===== src/rtl/bcd_scan_if.sv =====
// ---------------------------------------------------------------------------
// bcd_scan_if
//   Handshake and result bundle between the register front end and the
//   BCD scan controller.
//
//   bin_in  : 10-bit binary value to convert (0..1023)
//   load    : start request, only honoured while the controller is idle
//   busy    : conversion in progress
//   done    : one-cycle pulse when bcd_out has just been updated
//   bcd_out : committed digits {thousands, hundreds, tens, units}
//
//   master : the front end (drives bin_in/load, observes status/result)
//   slave  : the controller
// ---------------------------------------------------------------------------
interface bcd_scan_if;
  logic [9:0]  bin_in;
  logic        load;
  logic        busy;
  logic        done;
  logic [15:0] bcd_out;

  modport master (
    output bin_in,
    output load,
    input  busy,
    input  done,
    input  bcd_out
  );

  modport slave (
    input  bin_in,
    input  load,
    output busy,
    output done,
    output bcd_out
  );
endinterface


===== src/rtl/bcd_scan_ctrl.sv =====
// ---------------------------------------------------------------------------
// bcd_scan_ctrl
//   Converts a 10-bit binary value to four BCD digits with an iterative
//   shift-add-3 (double dabble) and scans the committed digits onto a shared
//   active-low 7-segment bus with active-low digit anodes.
//
//   Parameters
//     REFRESH_DIV : clk cycles per digit slot (>= 2)
//     BLANK_LZ    : 1 = blank leading zeros (units always shown)
//
//   Ports
//     clk   : system clock, rising edge
//     rst_n : asynchronous active-low reset
//     bus   : bcd_scan_if.slave (bin_in, load, busy, done, bcd_out)
//     seg   : {g,f,e,d,c,b,a}, active-low
//     an    : digit enables, active-low, an[0] = units .. an[3] = thousands
// ---------------------------------------------------------------------------
module bcd_scan_ctrl #(
  parameter int REFRESH_DIV = 50000,
  parameter bit BLANK_LZ    = 1'b1
) (
  input  logic        clk,
  input  logic        rst_n,
  bcd_scan_if.slave   bus,
  output logic [6:0]  seg,
  output logic [3:0]  an
);

  localparam int PW = $clog2(REFRESH_DIV);

  typedef enum logic [1:0] {
    IDLE    = 2'd0,
    CONVERT = 2'd1,
    COMMIT  = 2'd2
  } state_t;

  state_t       state;
  state_t       state_nxt;
  logic [25:0]  shreg;
  logic [3:0]   iter_cnt;
  logic         done_q;
  logic [15:0]  bcd_q;

  logic [PW-1:0] pre_cnt;
  logic [1:0]    dig_idx;

  logic [3:0]   dig;
  logic         blank;
  logic         thous_z;
  logic         hund_z;
  logic         tens_z;

  // One double-dabble iteration: correct every BCD nibble that would
  // overflow past 9 on doubling, then shift the whole register left.
  function automatic logic [25:0] dd_step(input logic [25:0] r);
    logic [25:0] t;
    t = r;
    for (int i = 0; i < 4; i++) begin
      if (t[10 + 4*i +: 4] >= 4'd5)
        t[10 + 4*i +: 4] = t[10 + 4*i +: 4] + 4'd3;
    end
    return {t[24:0], 1'b0};
  endfunction

  function automatic logic [6:0] seg7(input logic [3:0] d);
    logic [6:0] s;
    case (d)
      4'd0:    s = 7'h40;
      4'd1:    s = 7'h79;
      4'd2:    s = 7'h24;
      4'd3:    s = 7'h30;
      4'd4:    s = 7'h19;
      4'd5:    s = 7'h12;
      4'd6:    s = 7'h02;
      4'd7:    s = 7'h78;
      4'd8:    s = 7'h00;
      4'd9:    s = 7'h10;
      default: s = 7'h7F;
    endcase
    return s;
  endfunction

  // ---- conversion FSM ----
  always_ff @(posedge clk or negedge rst_n) begin
    if (!rst_n)
      state <= IDLE;
    else
      state <= state_nxt;
  end

  always_comb begin
    state_nxt = state;
    case (state)
      IDLE:    if (bus.load) state_nxt = CONVERT;
      CONVERT: if (iter_cnt == 4'd9) state_nxt = COMMIT;
      COMMIT:  state_nxt = IDLE;
      default: state_nxt = IDLE;
    endcase
  end

  always_ff @(posedge clk or negedge rst_n) begin
    if (!rst_n) begin
      iter_cnt <= 4'd0;
      done_q   <= 1'b0;
      bcd_q    <= 16'h0000;
    end else begin
      done_q <= (state == COMMIT);
      if (state == IDLE && bus.load)
        iter_cnt <= 4'd0;
      else if (state == CONVERT)
        iter_cnt <= iter_cnt + 4'd1;
      // bcd_q only moves at commit, so partial results are never visible.
      if (state == COMMIT)
        bcd_q <= shreg[25:10];
    end
  end

  // Working register carries data only; it is always reloaded before use.
  always_ff @(posedge clk) begin
    if (state == IDLE && bus.load)
      shreg <= {16'h0000, bus.bin_in};
    else if (state == CONVERT)
      shreg <= dd_step(shreg);
  end

  assign bus.busy    = (state != IDLE);
  assign bus.done    = done_q;
  assign bus.bcd_out = bcd_q;

  // ---- refresh scanner ----
  always_ff @(posedge clk or negedge rst_n) begin
    if (!rst_n) begin
      pre_cnt <= '0;
      dig_idx <= 2'd0;
    end else if (pre_cnt == PW'(REFRESH_DIV - 1)) begin
      pre_cnt <= '0;
      dig_idx <= dig_idx + 2'd1;
    end else begin
      pre_cnt <= pre_cnt + PW'(1);
    end
  end

  assign an = ~(4'b0001 << dig_idx);

  // ---- segment decode (combinational from registered index) ----
  assign thous_z = (bcd_q[15:12] == 4'd0);
  assign hund_z  = thous_z && (bcd_q[11:8] == 4'd0);
  assign tens_z  = hund_z && (bcd_q[7:4] == 4'd0);

  always_comb begin
    dig   = bcd_q[3:0];
    blank = 1'b0;
    case (dig_idx)
      2'd0: begin dig = bcd_q[3:0];   blank = 1'b0;    end
      2'd1: begin dig = bcd_q[7:4];   blank = tens_z;  end
      2'd2: begin dig = bcd_q[11:8];  blank = hund_z;  end
      2'd3: begin dig = bcd_q[15:12]; blank = thous_z; end
      default: begin dig = bcd_q[3:0]; blank = 1'b0; end
    endcase
    seg = (BLANK_LZ && blank) ? 7'h7F : seg7(dig);
  end

endmodule


===== src/flat_wrapper.sv =====
// flat-port wrapper written by rule: the top's interface ports become plain ports
module bcd_scan_ctrl_flat 
#(
  parameter int REFRESH_DIV = 50000,
  parameter bit BLANK_LZ    = 1'b1
)
  (clk, rst_n, seg, an, bus_bin_in, bus_load, bus_busy, bus_done, bus_bcd_out);
  bcd_scan_if bus_i ();
  input  logic clk;
  input  logic rst_n;
  output logic [6:0] seg;
  output logic [3:0] an;
  input wire logic [$bits(bus_i.bin_in)-1:0] bus_bin_in;
  input wire logic [$bits(bus_i.load)-1:0] bus_load;
  output wire logic [$bits(bus_i.busy)-1:0] bus_busy;
  output wire logic [$bits(bus_i.done)-1:0] bus_done;
  output wire logic [$bits(bus_i.bcd_out)-1:0] bus_bcd_out;
  assign bus_i.bin_in = bus_bin_in;
  assign bus_i.load = bus_load;
  assign bus_busy = bus_i.busy;
  assign bus_done = bus_i.done;
  assign bus_bcd_out = bus_i.bcd_out;
  bcd_scan_ctrl #(.REFRESH_DIV(REFRESH_DIV), .BLANK_LZ(BLANK_LZ)) u_core (.clk(clk), .rst_n(rst_n), .bus(bus_i), .seg(seg), .an(an));
endmodule

===== config.mk =====
export PLATFORM = sky130hd
export DESIGN_NAME = bcd_scan_ctrl_flat
export DESIGN_NICKNAME = d
export VERILOG_FILES = /design/src/rtl/bcd_scan_if.sv /design/src/rtl/bcd_scan_ctrl.sv /design/src/flat_wrapper.sv
export SDC_FILE = /design/constraint.sdc
export NUM_CORES = 1
export LEC_CHECK = 0
export BUFFER_PORTS_ARGS = -buffer_cell sky130_fd_sc_hd__buf_2
export CORE_ASPECT_RATIO = 1.25
export CORE_MARGIN = 2
export CORE_UTILIZATION = 58
export CTS_CLUSTER_DIAMETER = 40
export DETAILED_ROUTE_END_ITERATION = 7
export PLACE_DENSITY = 0.8
export SYNTH_ARGS = -nofsm -noshare
export SYNTH_HDL_FRONTEND = slang
export SYNTH_SLANG_ARGS = --single-unit

===== constraint.sdc =====
create_clock -name clk -period 3 [get_ports clk]
set_input_delay 0.45 -clock clk [delete_from_list [all_inputs] [get_ports clk]]
set_output_delay 0.45 -clock clk [all_outputs]
set_load 0.005 [all_outputs]

==> After elaboration in Yosys (flattened, before gate mapping) <==
Memory sizes are Yosys's and may differ from the RTL's.
Index checks and enable logic that the tools add are counted.
{ "totals": {"in_bits": 13, "regBits": 67, "word_cells": 57, "mem_count": 1, "out_inout_bits": 29, "romBits": 112} }
{ "classes": {"n_eq_ne": 9, "magnitude_cmp": 4, "reduce_logical": 11, "n_shift": 1, "add_sub_neg": 7, "n_mux": 15, "bitwise": 1} }
{ "memory_table": {"columns": ["memory", "words", "word_bits", "rd", "rd_ports_with_merged_regs", "write_ports", "line", "text"], "rows": [
  ["(name not given)", 16, 7, 1, 0, 0, "bcd_scan_ctrl.sv:67", "case (d)"]
]} }
{ "ops": {"columns": ["operator", "count"], "rows": [
  ["two-way mux 10 bit", 2],
  ["two-way mux 4 bit", 5],
  ["adder 16 x 1 -> 16 bit, second input constant", 1],
  ["equality test 16 bit, second input constant", 1],
  [">= comparator 4 x 3 -> 1 bit, second input constant", 4],
  ["two-way mux 16 bit", 1],
  ["case mux 4 bit (4 select lines)", 1],
  ["adder 4 x 2 -> 4 bit, second input constant", 3],
  ["zero test 4 bit", 3],
  ["two-way mux 7 bit", 1],
  ["equality test 2 bit, second input constant", 3],
  ["adder 4 x 1 -> 4 bit, second input constant", 1],
  ["equality test 2 x 1 -> 1 bit, second input constant", 2],
  ["equality test 4 bit, second input constant", 1],
  ["zero test 2 bit", 2],
  ["two-way mux 2 bit", 2],
  ["NOT 4 bit", 1],
  ["case mux 1 bit (4 select lines)", 1],
  ["case mux 2 bit (2 select lines)", 1],
  ["nonzero test 2 bit", 2],
  ["left shift 1 x 2 -> 4 bit, first input constant", 1],
  ["adder 3 x 2 -> 3 bit, second input constant", 1],
  ["logical AND 1 bit", 3],
  ["two-way mux 3 bit", 1],
  ["other kinds (4)", 4]
]} }

==> Longest topological paths before layout <==
{ "depth": {"ltp_word": 5, "mapped_depth": 8, "ltp_nobuf": 8} }

==> Worst setup path before layout <==
Ideal clock, no wire load.
{ "synth_timing": {"kind": "register -> output", "start": "reg u_core.dig_idx[0]", "end": "out seg[1]", "path_slack_ps": 508, "n_path_buf": 1, "path_stages_with_launch": 9, "arrival_ps": 2042, "required_time_ps": 2550, "path_cell_list": "dfrtp_1 inv_1 ha_1 clkbuf_1 mux2i_1 inv_1 ha_1 and2_1 o21ai_0"} }
{ "synth_between": {"elab_chain_cells": 4, "word_cells_on_any_way": 8, "cone_classes": "eq/ne: 3; mux: 3; reduce/logical: 1; memory: 1"} }
{ "synth_lines": {"columns": ["item", "line", "text"], "rows": [
  ["start: declaration", "bcd_scan_ctrl.sv:45", "logic [1:0] dig_idx;"],
  ["start signal: assignment", "bcd_scan_ctrl.sv:137", "dig_idx <= dig_idx + 2'd1;"],
  ["equality test 2 bit (tied with other cells)", "bcd_scan_ctrl.sv:153", "case (dig_idx)"],
  ["case mux 4 bit (4 select lines)", "bcd_scan_ctrl.sv:153", null],
  ["memory (16 x 7 bit)", null, null],
  ["two-way mux 7 bit (*)", "bcd_scan_ctrl.sv:160", "seg = (BLANK_LZ && blank) ? 7'h7F : seg7(dig);"],
  ["end: declaration", "flat_wrapper.sv:11", "output logic [6:0] seg;"]
]} }
Every way passes the cells marked *; elsewhere a longest branch is shown, timed or not.

==> Worst setup path after layout <==
{ "layout_timing": {"start": "reg u_core.dig_idx[1]", "end": "out seg[3]"} }
The elaborated chain is that of the path after synthesis.

==> flow_summary.ini <==
[timing]
hold_viol = 0
period_share_pct = 95.0
rsz0062_at_grt = no
final.setup.tns_ns = 0
setup_viol = 0
slew_headroom_pct = 39.7
slew_viol_final = 0
period_minus_slack_ns = 2.85
clock_skew_ns = 0.00755
fmaxAchievable_ghz = 0.351
worst_pin_slew_ns = 0.905

[power_and_ir_drop]
clkPwrFrac_pct = 21.1
combPwrFrac_pct = 36.1
power_frac_seq_pct = 42.9
swShare_pct = 36.5
p_leak_nw = 1.81
p_per_area_nw_per_um2 = 870
power.total_w = 0.00341
power.internal_w = 0.00216
peakVddDrop_uv = 686
switchingPower_w = 0.00124

[setup_path]
reg2reg_depth = 4
startpoint = u_core.dig_idx[1]
cp-start-kind = flip-flop
arrival_ns = 2.40
worstSetupEndpoint = seg[3]
r2r_start = u_core.pre_cnt[5]
worstPathRequired_ns = 2.55
reg2reg_to = u_core.pre_cnt[15]
cp_max_fo = 5
r2r_slack_ns = 1.00
worstSetupPathType = reg2out
worstSetupEndpointType = primary output

[synth]
synthTopCellsByArea = dfrtp_1 (30%), dfxtp_1 (9.4%), edfxtp_1 (8.8%)
ys_warn_count = 0
synth_area_per_cell_um2 = 9.78
ys_seq_area_share_pct = 48.3
netlist.area_leader.share_pct = 30.1
ys_types = 41
synth_edf_count = 10
synth_top_area_cell = dfrtp_1
async_reset_ff_share_pct = 61.2
synthCells = 349
synth_seq_cells = 67
ys.flop_type = dfrtp_1
syn-num-nets = 381
syn-cell-area_um2 = 3410

[min_path]
hold_class = in2async

[clocking]
cts_sinks = 67
cts_tree = yes
ctsHoldBuffers = 0
clkLatencyLatePin_ns = 0.34
cts_buffers = 9
clockBufferDepth = 2
clk_pin_slew_ns = 0.07
cts-root-buf = clkbuf_8
cts_max_level = 3

[floorplan]
die-area_um2 = 6520
num_rows = 31
start_util_pct = 59.4
core_um2 = 5740
die_y_um = 89.8
ios = 42
fp.dieW_um = 72.6

[place]
port_buffers = 41
dp_hpwl_um = 4620
gp_congestion = 0.867

[drt]
viasPerCell = 5.64
final_antenna_net_count = 0
wl_per_cell_um = 14.1
drtIter0Drc = 116
first_pass_iters = 4
routed_wl_um = 6550
num_vias = 2611
drc = 0

[final_layout]
drive_above_1_share_pct = 21.9
syn_to_final_growth_pct = 14.8
fin_util_pct = 68.2
fill_cells = 457
n_antenna_cell = 0
final_nets = 424

[grt]
grt_max_degree = 42
antenna_found_initial = 0
grt_overflow = 0
grt_pass1_wl_um = 11100
grt_pass1_vias = 2538
track_usage_pct = 21.4

[outcome]
status = complete, no violations

[job]
maxCapViolations = 0
## cells in the mapped netlist (2+ instances only)
| cell type | count |
|---|---|
| nand2_1 | 51 |
| dfrtp_1 | 41 |
| o21ai_0 | 34 |
| inv_1 | 26 |
| nand3_1 | 22 |
| ha_1 | 19 |
| dfxtp_1 | 16 |
| mux2_2 | 14 |
| nor2_1 | 14 |
| xor2_1 | 12 |
| clkbuf_1 | 11 |
| a21oi_1 | 10 |
| edfxtp_1 | 10 |
| xnor2_1 | 9 |
| nand2b_1 | 7 |
| nand4_1 | 6 |
| a222oi_1 | 4 |
| and2_1 | 4 |
| and3_1 | 4 |
| mux2i_1 | 4 |
| nor3_1 | 4 |
| or4_1 | 4 |
| o32ai_1 | 3 |
| a211oi_1 | 2 |
| o31ai_1 | 2 |
## registers in the layout (all words and copies together) (netlist names)
name                count
u_core.iter_cnt         4
u_core.dig_idx          2
u_core.shreg           26
u_core.state            2
u_core.pre_cnt         16
u_core.bus.bcd_out     16
u_core.bus.done         1
## worst max-delay path, cell delays in order (launching register included)
cell and delay (ns):
dfrtp_1 0.40, inv_2 0.08, ha_4 0.18, a222oi_1 0.44
mux2i_2 0.19, inv_1 0.12, ha_1 0.25, o21ai_0 0.16
nand4_1 0.10, buf_2 0.14
## repair_timing
item | CTS | global route
buffers inserted | 0 | 2
gates resized for setup | 3 | 10
setup endpoints to repair | 2 | 3
pin swaps | 0 | 1
## power groups by stage
| stage | sequential [W] | combinational (W) | clock, W |
|---|---|---|---|
| 2_1_floorplan | 0.00141 | 0.000880 | 0 |
| 6_report | 0.00146 | 0.00123 | 0.000717 |
| 4_1_cts | 0.00146 | 0.00124 | 0.000733 |
| 5_1_grt | 0.00150 | 0.00143 | 0.000762 |
| 3_3_place_gp | 0.00146 | 0.00117 | 0 |
| 3_5_place_dp | 0.00147 | 0.00122 | 0 |
## logic make-up (layout without fill, tap and decap cells)
kind of cell / after synthesis / count (layout) / share of synthesized area (%)
xor gates and xnor gates: 21 / 21 / 5.39
adders and majority gates: 19 / 19 / 6.97
muxes: 19 / 19 / 6.20
AOI/OAI and AO/OA: 60 / 60 / 10.5
and+or+nand+nor: 124 / 124 / 18.2
buffers and inverters: 39 / 87 / 4.51
DFF: 67 / 67 / 48.3
## worst min path at each step
stage / startpoint / endpoint / slack (ns) / cells after the start
5_1_grt: rst_n / u_core.pre_cnt[0] / 0.31 / 1
2_1_floorplan: rst_n / u_core.bus.bcd_out[0] / 0.15 / 0
6_report: rst_n / u_core.bus.bcd_out[1] / 0.23 / 1
3_5_place_dp: u_core.shreg[9] / u_core.shreg[10] / 0.45 / 2
3_3_place_gp: u_core.shreg[9] / u_core.shreg[10] / 0.44 / 2
4_1_cts: rst_n / u_core.pre_cnt[0] / 0.24 / 1
## layout by cell type (no fill, tap or decap), types with 2 or more instances in the layout
master / count
o21ai_0: 33
and2_1: 4
ha_4: 2
clkinv_2: 2
a222oi_1: 4
nor2_1: 14
nor3_1: 4
ha_2: 2
inv_1: 24
o31ai_1: 2
nand2_1: 51
mux2i_1: 3
nand4_1: 6
o21ai_1: 2
clkbuf_8: 10
clkinv_4: 2
and3_1: 4
edfxtp_1: 10
ha_1: 15
nand2b_1: 7
buf_4: 4
inv_2: 2
mux2_2: 14
buf_2: 41
a21oi_1: 10
xnor2_1: 9
a211oi_1: 2
nand3_1: 22
or4_1: 4
o32ai_1: 3
dfxtp_1: 16
dfrtp_1: 40
xor2_1: 12
## stage by stage
stage	hold WS (ns)	instance area (um^2)	setup WS (ns)	instances
CTS	0.245	3870	0.0410	461
finish	0.232	3920	0.151	463
global placement	0.437	3660	0.422	445
global route	0.310	3920	0.00690	463
detailed placement	0.448	3660	0.322	445
floorplan	0.154	3410	0.508	349
## final cells by class
type                    count  area [um^2]  share of cell area [%]
clock buffers              11          163                    4.15
repair buffers             45          235                    6.01
inverters                  26         97.6                    2.49
clock inverters             5         35.0                   0.895
flip-flops and latches     67         1650                    42.1
multi-input cells         243         1660                    42.3
well taps                  66         82.6                    2.11
## layer usage
metal,up-vias,share of wire [%],GRT usage [%]
met5,-,0,0
met4,0,1.7,11.1
met3,10,4.4,4.15
met2,76,49,33.9
met1,1231,45,27.4
li1,1294,-,-
Power figures use the tool's default switching activity.
